**src/rtl/serial_adder_ctrl_pkg.sv**
```systemverilog
// Shared definitions for the bit-serial add controller.
//   state_t       : FSM state encodings (IDLE=0, RUN=1, FIN=2)
//   DEFAULT_WIDTH : default operand/sum width in bits
package serial_adder_ctrl_pkg;

  localparam int DEFAULT_WIDTH = 8;

  typedef enum logic [1:0] {
    ST_IDLE = 2'd0,
    ST_RUN  = 2'd1,
    ST_FIN  = 2'd2
  } state_t;

endpackage

```
**src/rtl/adder_1bit.sv**
```systemverilog
// Single full-adder cell, time-shared by serial_adder_ctrl.
// Ports:
//   A, B  in  : operand bits
//   Cin   in  : carry in
//   S     out : sum bit
//   Cout  out : carry out
module adder_1bit (
  input  logic A,
  input  logic B,
  input  logic Cin,
  output logic S,
  output logic Cout
);

  assign S    = A ^ B ^ Cin;
  assign Cout = (A & B) | (A & Cin) | (B & Cin);

endmodule

```
**src/rtl/serial_adder_ctrl.sv**
```systemverilog
// Bit-serial adder controller: adds two WIDTH-bit operands LSB first, one
// bit per clock, through a single adder_1bit cell. {Cout,S} = A + B + Cin.
// Ports:
//   CLK   in  : system clock, rising edge
//   RST   in  : synchronous active-high reset
//   START in  : request, sampled only in IDLE
//   A, B  in  : operands, captured on the accept edge
//   Cin   in  : initial carry, captured on the accept edge
//   BUSY  out : high from the accept edge until DONE clears
//   DONE  out : one-cycle pulse, S/Cout hold a new result
//   S     out : registered sum, changes only when a result completes or on reset
//   Cout  out : registered carry-out of the MSB
module serial_adder_ctrl
  import serial_adder_ctrl_pkg::*;
#(
  parameter int WIDTH = DEFAULT_WIDTH
) (
  input  logic             CLK,
  input  logic             RST,
  input  logic             START,
  input  logic [WIDTH-1:0] A,
  input  logic [WIDTH-1:0] B,
  input  logic             Cin,
  output logic             BUSY,
  output logic             DONE,
  output logic [WIDTH-1:0] S,
  output logic             Cout
);

  localparam int            CW   = (WIDTH > 1) ? $clog2(WIDTH) : 1;
  localparam logic [CW-1:0] LAST = CW'(WIDTH - 1);

  state_t           state;
  logic [WIDTH-1:0] a_sh;
  logic [WIDTH-1:0] b_sh;
  // Only the upper WIDTH-1 result bits need storing: the final bit comes
  // straight from the cell on the last RUN edge.
  logic [WIDTH-2:0] sum_sh;
  logic             carry;
  logic [CW-1:0]    cnt;

  logic             cell_s;
  logic             cell_cout;
  logic [WIDTH-1:0] shifted;

  // Partial sum after this edge's bit enters at the MSB.
  assign shifted = {cell_s, sum_sh};

  adder_1bit u_cell (
    .A    (a_sh[0]),
    .B    (b_sh[0]),
    .Cin  (carry),
    .S    (cell_s),
    .Cout (cell_cout)
  );

  always_ff @(posedge CLK) begin
    if (RST) begin
      state  <= ST_IDLE;
      a_sh   <= '0;
      b_sh   <= '0;
      sum_sh <= '0;
      carry  <= 1'b0;
      cnt    <= '0;
      BUSY   <= 1'b0;
      DONE   <= 1'b0;
      S      <= '0;
      Cout   <= 1'b0;
    end else begin
      case (state)
        ST_IDLE: begin
          if (START) begin
            a_sh   <= A;
            b_sh   <= B;
            carry  <= Cin;
            sum_sh <= '0;
            cnt    <= '0;
            BUSY   <= 1'b1;
            state  <= ST_RUN;
          end
        end

        ST_RUN: begin
          sum_sh <= shifted[WIDTH-1:1];
          carry  <= cell_cout;
          a_sh   <= {1'b0, a_sh[WIDTH-1:1]};
          b_sh   <= {1'b0, b_sh[WIDTH-1:1]};
          if (cnt == LAST) begin
            // Last bit: publish the whole result at once so S/Cout never
            // show a partial sum.
            S     <= shifted;
            Cout  <= cell_cout;
            DONE  <= 1'b1;
            state <= ST_FIN;
          end else begin
            cnt <= cnt + CW'(1);
          end
        end

        ST_FIN: begin
          DONE  <= 1'b0;
          BUSY  <= 1'b0;
          state <= ST_IDLE;
        end

        default: begin
          state <= ST_IDLE;
        end
      endcase
    end
  end

endmodule
```
**config.mk**
```make
export PLATFORM = sky130hd
export DESIGN_NAME = serial_adder_ctrl
export DESIGN_NICKNAME = d
export VERILOG_FILES = /design/src/rtl/serial_adder_ctrl_pkg.sv /design/src/rtl/adder_1bit.sv /design/src/rtl/serial_adder_ctrl.sv
export SDC_FILE = /design/constraint.sdc
export NUM_CORES = 1
export LEC_CHECK = 0
export CAP_MARGIN = 40
export CORE_AREA = 4 4 57 72
export CTS_BUF_LIST = sky130_fd_sc_hd__clkbuf_4 sky130_fd_sc_hd__clkbuf_8
export CTS_CLUSTER_SIZE = 12
export DETAILED_ROUTE_END_ITERATION = 6
export DIE_AREA = 0 0 61 76
export GPL_TIMING_DRIVEN = 0
export PLACE_DENSITY = 0.74
export SETUP_SLACK_MARGIN = 0.4
export SLEW_MARGIN = 10
export SYNTH_ARGS = -nofsm -noshare
export SYNTH_HDL_FRONTEND = slang
export SYNTH_SLANG_ARGS = --single-unit
```
**constraint.sdc**
```tcl
create_clock -name CLK -period 2.2 [get_ports CLK]
set_clock_uncertainty 0.2 [all_clocks]
set_input_delay 0.22 -clock CLK [delete_from_list [all_inputs] [get_ports CLK]]
set_output_delay 0.22 -clock CLK [all_outputs]
set_load 0.005 [all_outputs]
```
# Word-level counts from Yosys, hierarchy flattened
# Index checks and enable logic that the tools add are counted.
[word_totals]
input_bits = 20
elab_cells = 52
regBits = 40
output_inout_bits = 11
[classes]
n_addsub = 1
muxes = 18
eq_ne = 6
bitwise_logic = 7
reduce_logical = 10
[ops]
columns = ["operator", "n"]
rows = [
  ["case mux 8 bit (2 select lines)", 2],
  ["two-way mux 8 bit", 2],
  ["case mux 7 bit (2 select lines)", 1],
  ["AND reduction 2 bit", 5],
  ["two-way mux 7 bit", 1],
  ["two-way mux 3 bit", 2],
  ["inequality test 2 bit (second input constant)", 3],
  ["case mux 1 bit (2 select lines)", 3],
  ["case mux 3 bit (2 select lines)", 1],
  ["nonzero test 2 bit", 3],
  ["two-way mux 2 bit", 2],
  ["case mux 2 bit (2 select lines)", 1],
  ["adder 3 x 1 -> 3 bit (second input constant)", 1],
  ["AND 1 bit", 3],
  ["== test 3 bit (second input constant)", 1],
  ["two-way mux 1 bit", 3],
  ["AND reduction 3 bit", 1],
  ["== test 2 x 1 -> 1 bit (second input constant)", 1],
  ["== test 2 bit (second input constant)", 1],
  ["logical NOT 2 bit", 1],
  ["OR 1 bit", 2],
  ["bitwise XOR 1 bit", 2],
]

# Depth between registers and ports, before layout
# Gate-level depths: netlist of the first run.
[depth]
word_depth = 4
mapped_depth = 6
depth_no_buf = 5

# Cells and area by module
# A second synthesis of the first run with hierarchy kept.
[hier_totals]
cells_unflattened = 175
area_unflattened_um2 = 1795.5
[modules_own_cells]
columns = ["mod", "area_each_um2", "cells_each", "n_inst"]
rows = [
  ["serial_adder_ctrl", 1775.5, 174, 1],
  ["adder_1bit", 20.0, 1, 1],
]

# Least setup slack after synthesis of the first run
# No wires, ideal clock.
[synth_timing]
path_type = "register to register"
from = "reg cnt[0]"
to = "reg S[5]"
setup_time_ns = 0.073
n_path_buf = 2
t_arrival_ns = 1.332
path_slack_ns = 0.595
stages_incl_launch_ff = 7
synth_period_minus_slack_ns = 1.605
required_time_ns = 1.927
cell_sequence = "dfxtp_1 ha_1 ha_1 clkbuf_1 buf_1 nand3_1 a21oi_1"
[synth_between]
elab_chain_len = 2
[synth_lines]
columns = ["element", "line", "source"]
rows = [
  ["start, declared", "serial_adder_ctrl.sv:40", "logic [CW-1:0] cnt;"],
  ["start signal, assigned", "serial_adder_ctrl.sv:96", "cnt <= cnt + CW'(1);"],
  ["== test 3 bit", "serial_adder_ctrl.sv:88", "if (cnt == LAST) begin"],
  ["AND reduction 2 bit (no source line)", "--", ""],
  ["end signal, assigned", "serial_adder_ctrl.sv:91", "S <= shifted;"],
  ["end, declared", "serial_adder_ctrl.sv:26", "output logic [WIDTH-1:0] S,"],
]
# Every way passes these cells.
# A chain may end at the register's enable or synchronous reset.

# Final worst setup path of the first run
[layout_timing]
from = "reg cnt[0]"
to = "reg Cout"
[layout_between]
elab_chain_len = 2
[layout_lines]
columns = ["element", "line", "source"]
rows = [
  ["== test 3 bit", "serial_adder_ctrl.sv:88", ""],
  ["AND reduction 2 bit (no source line)", "--", ""],
  ["end signal, assigned", "serial_adder_ctrl.sv:92", "Cout <= cell_cout;"],
  ["end, declared", "serial_adder_ctrl.sv:27", "output logic Cout"],
]
# Every way passes these cells.

==> results of run 1 <==
[routing by layer]
metal	GRT usage (%)	share of wire, %
met1	22.4	40
met3	6.44	6.2
met4	6.29	1.6
met5	0	0
met2	30.9	52
[synth_stat cells]
library cell  number
dfxtp_1           40
nor2_1            19
a21oi_1           15
a211oi_2          14
mux2i_1           14
nand2_1           13
nand3_1           13
a22oi_1            7
nor2_2             6
buf_6              4
o21ai_0            4
a31oi_1            3
buf_1              3
buf_2              3
clkbuf_1           3
inv_1              3
a211oi_1           2
clkbuf_2           2
ha_1               2
nand4_1            2
and2b_1            1
buf_12             1
clkbuf_4           1
fa_1               1
nand3b_1           1
nor2b_1            1
nor3b_1            1
nor4b_1            1
o21ba_1            1
o21bai_1           1
o311a_1            1
[through the flow]
step | cell area (um2) | cells | total power [mW] | setup WS, ns
2_1_floorplan | 1770 | 183 | 0.935 | 0.595
3_3_place_gp | 2100 | 250 | 0.994 | 0.368
3_5_place_dp | 2100 | 250 | 1.00 | 0.305
4_1_cts | 2220 | 259 | 1.60 | 0.454
5_1_grt | 2230 | 259 | 1.67 | 0.462
6_report | 2230 | 259 | 1.58 | 0.575
[logic make-up after synthesis]
group	after synthesis	share of synthesized area (%)
AOI/OAI and AO/OA	48	21.7
adders and majority gates	3	2.54
buffers and inverters	20	7.40
DFF	40	45.1
muxes	14	7.90
and+or+nand+nor	58	15.4
[worst reg2reg max path: stages (launching register included)]
cell and delay (ns):
dfxtp_1 0.34, ha_1 0.21, ha_1 0.17, clkbuf_2 0.15, nand3b_1 0.10, buf_4 0.18, nand2_1 0.07, a21oi_1 0.15
[placed cells by master, fill, tap and decap left out, types with 2 or more instances in the layout]
cell	instances
buf_6	4
nand2_1	13
clkbuf_8	5
clkbuf_4	2
clkbuf_2	3
a21oi_1	15
ha_1	2
inv_1	3
dfxtp_1	40
buf_2	3
nand4_1	2
clkdlybuf4s50_1	28
nor2_1	19
nand3_1	13
nor2_2	6
o21ai_0	4
clkbuf_1	2
a22oi_1	7
a211oi_1	2
a31oi_1	3
a211oi_2	14
buf_1	2
mux2i_1	14
[sequential cells by signal (all words and copies together) (netlist names)]
register	flops
BUSY	1
Cout	1
DONE	1
S	8
a_sh	8
b_sh	8
carry	1
cnt	3
state	2
sum_sh	7
[worst min-delay path by stage]
stage	startpoint	to	slack, ns	cells past startpoint
floorplan	A[7]	a_sh[7]	0.19	2
global placement	S[2]	S[2]	0.24	2
detailed placement	S[5]	S[5]	0.25	2
CTS	START	b_sh[7]	0.07	3
global route	START	b_sh[7]	0.10	3
finish	START	b_sh[7]	0.08	3
[cell type report]
class                      instances  area [um2]
sequential                        40         801
clock buffer                       5        68.8
tap                               39        48.8
fill                             300        1200
inverter                           3        11.3
multi-input combinational        123         842
clock inverter                     3        42.5
timing repair buffer              29         288
buffer                            17         125
[power breakdown]
part	internal, mW	total (mW)	switching, mW
clock	0.336	0.598	0.262
combinational	0.105	0.207	0.102
sequential	0.757	0.779	0.0220
[timing repair]
action | CTS | global route
setup buffers | 1 | 0
setup endpoints to repair | 10 | 9
hold endpoints to repair | 0 | 0
gates cloned | 0 | 0
pin swaps | 1 | 0
gates resized for setup | 1 | 3
==> key figures, run 1 <==
Setup path
  • Reg2Reg Launch Point: cnt[0]
  • CP startpoint kind: register
  • Slowest CP cell: dfxtp_1
  • Most common cell on crit path: ha_1
  • Reg2reg path depth: 7
  • CP Cell Sequence: ha_1, ha_1, clkbuf_2, nand3b_1, buf_4, nand2_1, a21oi_1
  • CP bufs+invs: 2
  • Family with the most delay on the worst path: adder cells
  • R2r setup slk: approximately 0.57 ns
  • WP data required: around 2.2 ns
  • Setup crit start: cnt[0]
  • Critical Path Stages: 7
  • Kind of critical path: register to register
  • Crit path capture type: register
  • Slowest stage delay, CP: 0.34 ns
  • Critical Path Sink: Cout
  • Worst EP arrival: around 1.7 ns
  • RR Endpoint: Cout
  • Worst-path maximum fanout: 10

Timing
  • Max Slew Vio Count: 0
  • Final setup viols: 0
  • Final Hold Fails: 0
  • Slew @ Worst Pin: 0.666 ns
  • Final Critical Period: between 1.5 and 2 ns
  • Rel. slew slack: 55.6%
  • Hold slack: 0.0777 ns
  • Max Clk Rate: approximately 620 MHz
  • Final Cycle Share: 73.9%
  • Final setup TNS: 0 ns
  • RSZ-0062 raised after global routing: false

Yosys
  • Seq cells post-synth: 40
  • Synthesized area per cell: 9.70 um2
  • Dominant cell type by area after synthesis: dfxtp_1
  • Seq/Total Area, Yosys: 45.1%
  • Post-synth top area share: a little under half
  • Cells after synthesis: between 150 and 200
  • Synthesized area: 1770 um2
  • Synth Warn #: 0
  • Area contributors post-synth: dfxtp_1 (45%), a211oi_2 (9.9%), mux2i_1 (7.9%)
  • Post-synth cell types: 31
  • Syn nets: 206

Finish
  • Share of layout cells above drive strength 1: around a fifth
  • Final #Nets: 242
  • Area growth from synthesis to layout: 25.5%
  • Antenna Cells: 0
  • Final Util: about 65%

GRT
  • First-pass GRT wire length: around 6.6 mm
  • GRT Total Usage: between 10% and 20%
  • Remaining Overflow, GRT: 0
  • Number of global-route vias before repair: 1400
  • Largest net degree at the start of global routing: 14
  • Antenna violations before repair: 0

Drt
  • Drt total wl: slightly below 4 mm
  • Vias/cell: approximately 5.5
  • DR iter-0 viols: 46
  • Drt first pass iters: 4
  • Routed wire length per instance: 15.0 um
  • DR DRC count: 0
  • Vias: about 1400
  • Post-DRT Antenna Nets: 0

Clock network
  • Clk slew on worst S/H paths: 0.08 ns
  • CTS tree: done
  • H-Tree Depth: 2
  • Clock Tree Buf Depth: 2
  • # clock sinks: 40
  • Root buf cell: clkbuf_8
  • Clock Latency Late Sink: ~0.30 ns
  • Inserted Clock Buffers: 5
  • Hold buffers post-CTS: 0

Pwr
  • Pleak: roughly 0.82 nW
  • Power per cell area: between 700 and 800 nW/um2
  • Maximum VDD drop: ~0.69 mV

Job
  • Max-Cap Viols: 0

Floorplan
  • Initial Utilization: around half
  • Number of placement rows: 24
  • Die extent in x: 61 um
  • Die ar.: ~4600 um2
  • Core ar.: around 3400 um2
  • Num ports: 31
  • Die Y: between 70 and 80 um

Run status
  • Outcome: completed

Placement
  • Dpl hpwl: ~2.8 mm
  • GP Congestion: between 0.7 and 0.8
  • Port Buffers: 28

Worst hold path
  • Worst hold-check path type: input port to register
Note: power is estimated with default switching activity, not from simulation.
==> inputs of run 2 (changes only) <==
Clock period 2.2 ns to 1.5 ns, I/O delays scaled along.
==> key figures, run 2 (synthesis gave the netlist of run 1 again) <==
Timing
  • Max Clk Rate: 619 MHz (+0.61%)
  • Slew @ Worst Pin: 0.802 ns (+0.136 ns)
  • Final Cycle Share: 108% (+34 points)
  • RSZ-0062 raised after global routing: true
  • Final setup viols: 21 (+21)
  • Final Hold Fails: 0 (unchanged)
  • Setup ws final: -0.116 ns (-0.690 ns)
  • Max Slew Vio Count: 0 (unchanged)
  • Rel. slew slack: 46.5% (-9.1 points)
  • Final Critical Period: 1.62 ns (-0.00989 ns)

Worst hold path
  • Worst Hold Depth: 2 (-1)
  • Worst hold-check path type: input port to register
  • Hold Crit Start: RST
  • Hold endpoint: sum_sh[3]

Finish
  • Final #Nets: 265 (+9.5%)
  • Share of layout cells above drive strength 1: 50.2% (+31 points)
  • Final Util: 82.1% (+17 points)
  • Area growth from synthesis to layout: 58.4%
  • Most frequent cells in the layout: dfxtp_1 (24), clkdlybuf4s50_1 (17), dfxtp_2 (15), a211oi_2 (15), nor2_1 (14)
  • Most common cell after layout, fill and taps aside: dfxtp_1
  • Top flop regs: S x8, a_sh x8, b_sh x8
  • Antenna Cells: 0 (unchanged)

Clock network
  • Clock Tree Buf Depth: 2 (unchanged)
  • Clock Latency Late Sink: 0.29 ns (about the same)
  • Clk slew on worst S/H paths: 0.08 ns (about the same)
  • H-Tree Depth: 2 (unchanged)
  • CTS tree: done
  • Inserted Clock Buffers: 5 (unchanged)
  • # clock sinks: 40 (unchanged)
  • Hold buffers post-CTS: 0 (unchanged)
  • Root buf cell: clkbuf_8

Drt
  • Drt first pass iters: 4 (unchanged)
  • Routed wire length per instance: 19.2 um (+28%)
  • DR DRC count: 0 (unchanged)
  • Vias/cell: 5.72 (+4.0%)
  • Post-DRT Antenna Nets: 0 (unchanged)
  • Vias: 1613 (+13%)
  • Drt total wl: 5.41 mm (+40%)
  • DR iter-0 viols: 52 (+13%)

Setup path
  • WP data required: 1.52 ns (-0.70 ns)
  • R2r setup slk: -0.12 ns (-0.69 ns)
  • Reg2Reg Launch Point: cnt[0]
  • Most common cell on crit path: ha_4
  • Reg2reg path depth: 7 (unchanged)
  • CP Cell Sequence: ha_4, ha_4, buf_8, nand3b_1, buf_6, nand2_4, a21oi_4
  • Worst EP arrival: 1.64 ns (about the same)
  • Crit path capture type: register
  • RR Endpoint: S[7]
  • Slowest CP cell: dfxtp_4
  • Kind of critical path: register to register
  • Slowest stage delay, CP: 0.36 ns (+0.02 ns)
  • Worst-path maximum fanout: 7 (-3)
  • CP startpoint kind: register

Floorplan
  • Number of placement rows: 24 (unchanged)
  • Initial Utilization: 51.8% (unchanged)
  • Die extent in x: 61 um (unchanged)
  • Die Y: 76 um (unchanged)
  • Num ports: 31 (unchanged)
  • Core ar.: 3420 um2 (unchanged)
  • Die ar.: 4640 um2 (unchanged)

Pwr
  • Pleak: 1.06 nW (+29%)
  • Power per cell area: 859 nW/um2 (+21%)
  • Maximum VDD drop: 0.969 mV (+41%)
  • Final total power: 2.41 mW (+52%)

GRT
  • Remaining Overflow, GRT: 0 (unchanged)
  • Antenna violations before repair: 0 (unchanged)
  • First-pass GRT wire length: 7.85 mm (+19%)
  • Largest net degree at the start of global routing: 13 (-1)
  • Number of global-route vias before repair: 1663 (+19%)
  • GRT Total Usage: 22.5% (+3.6 points)

Placement
  • Dpl hpwl: 3.01 mm (+8.3%)
  • GP Congestion: 0.732 (-6.1%)
  • Port Buffers: 28 (unchanged)

Job
  • Max-Cap Viols: 0 (unchanged)

Run status
  • Outcome: finished, violations left
  • Violated checks: negative setup slack
[run 2: what timing repair did]
item                       4_1_cts  5_1_grt
cloned                           2        2
resized for setup               83       26
buffers inserted                14        6
setup endpoints to repair       51       51
pin swaps                        7       18
[run 2: routing by layer]
metal	track usage (%)	up-vias	share of wire [%]
met5	0	-	0
met2	39.3	39	55
met1	24.0	797	38
met3	6.61	16	4.3
met4	9.33	0	2.3
li1	-	761	-
[run 2: power by group]
part	internal [mW]	total, mW	switching (mW)
registers	1.11	1.16	0.0478
logic	0.284	0.506	0.222
clock network	0.367	0.749	0.381
[run 2: worst max-delay path, delay by kind of cell, from the launching register on]
kind            cells  cell delay, ns
flops               1            0.36
fa+ha+maj           2            0.32
simple gates        2            0.22
compound gates      1            0.15
buf+inv             2            0.29
[run 2: worst max path at each step]
stage	start	to	slack (ns)	depth (start not counted)
finish	cnt[0]	S[7]	-0.12	7
global route	cnt[0]	S[7]	-0.13	7
CTS	cnt[0]	cnt[0]	-0.02	6
detailed placement	cnt[0]	S[7]	-0.16	6
global placement	cnt[0]	S[5]	-0.1	6
floorplan	cnt[0]	S[5]	0.07	6
[run 2: final cells by class]
cell class,instances,area (um2)
sequential,40,823
timing repair buffer,52,557
inverter,3,18.8
tap,39,48.8
clock inverter,2,10.0
buffer,17,198
multi-input combinational,123,1070
clock buffer,6,82.6
fill,199,613
[run 2: metrics by stage]
stage	hold slack [ns]	setup slack, ns	area [um2]	instances	setup TNS (ns)
floorplan	0.117	0.0735	1910	183	0
global placement	0.251	-0.0955	2240	250	-0.722
detailed placement	0.258	-0.164	2240	250	-1.25
CTS	0.0399	-0.0164	2610	274	-0.0560
global route	0.0343	-0.131	2810	282	-2.15
finish	0.0479	-0.116	2810	282	-0.953
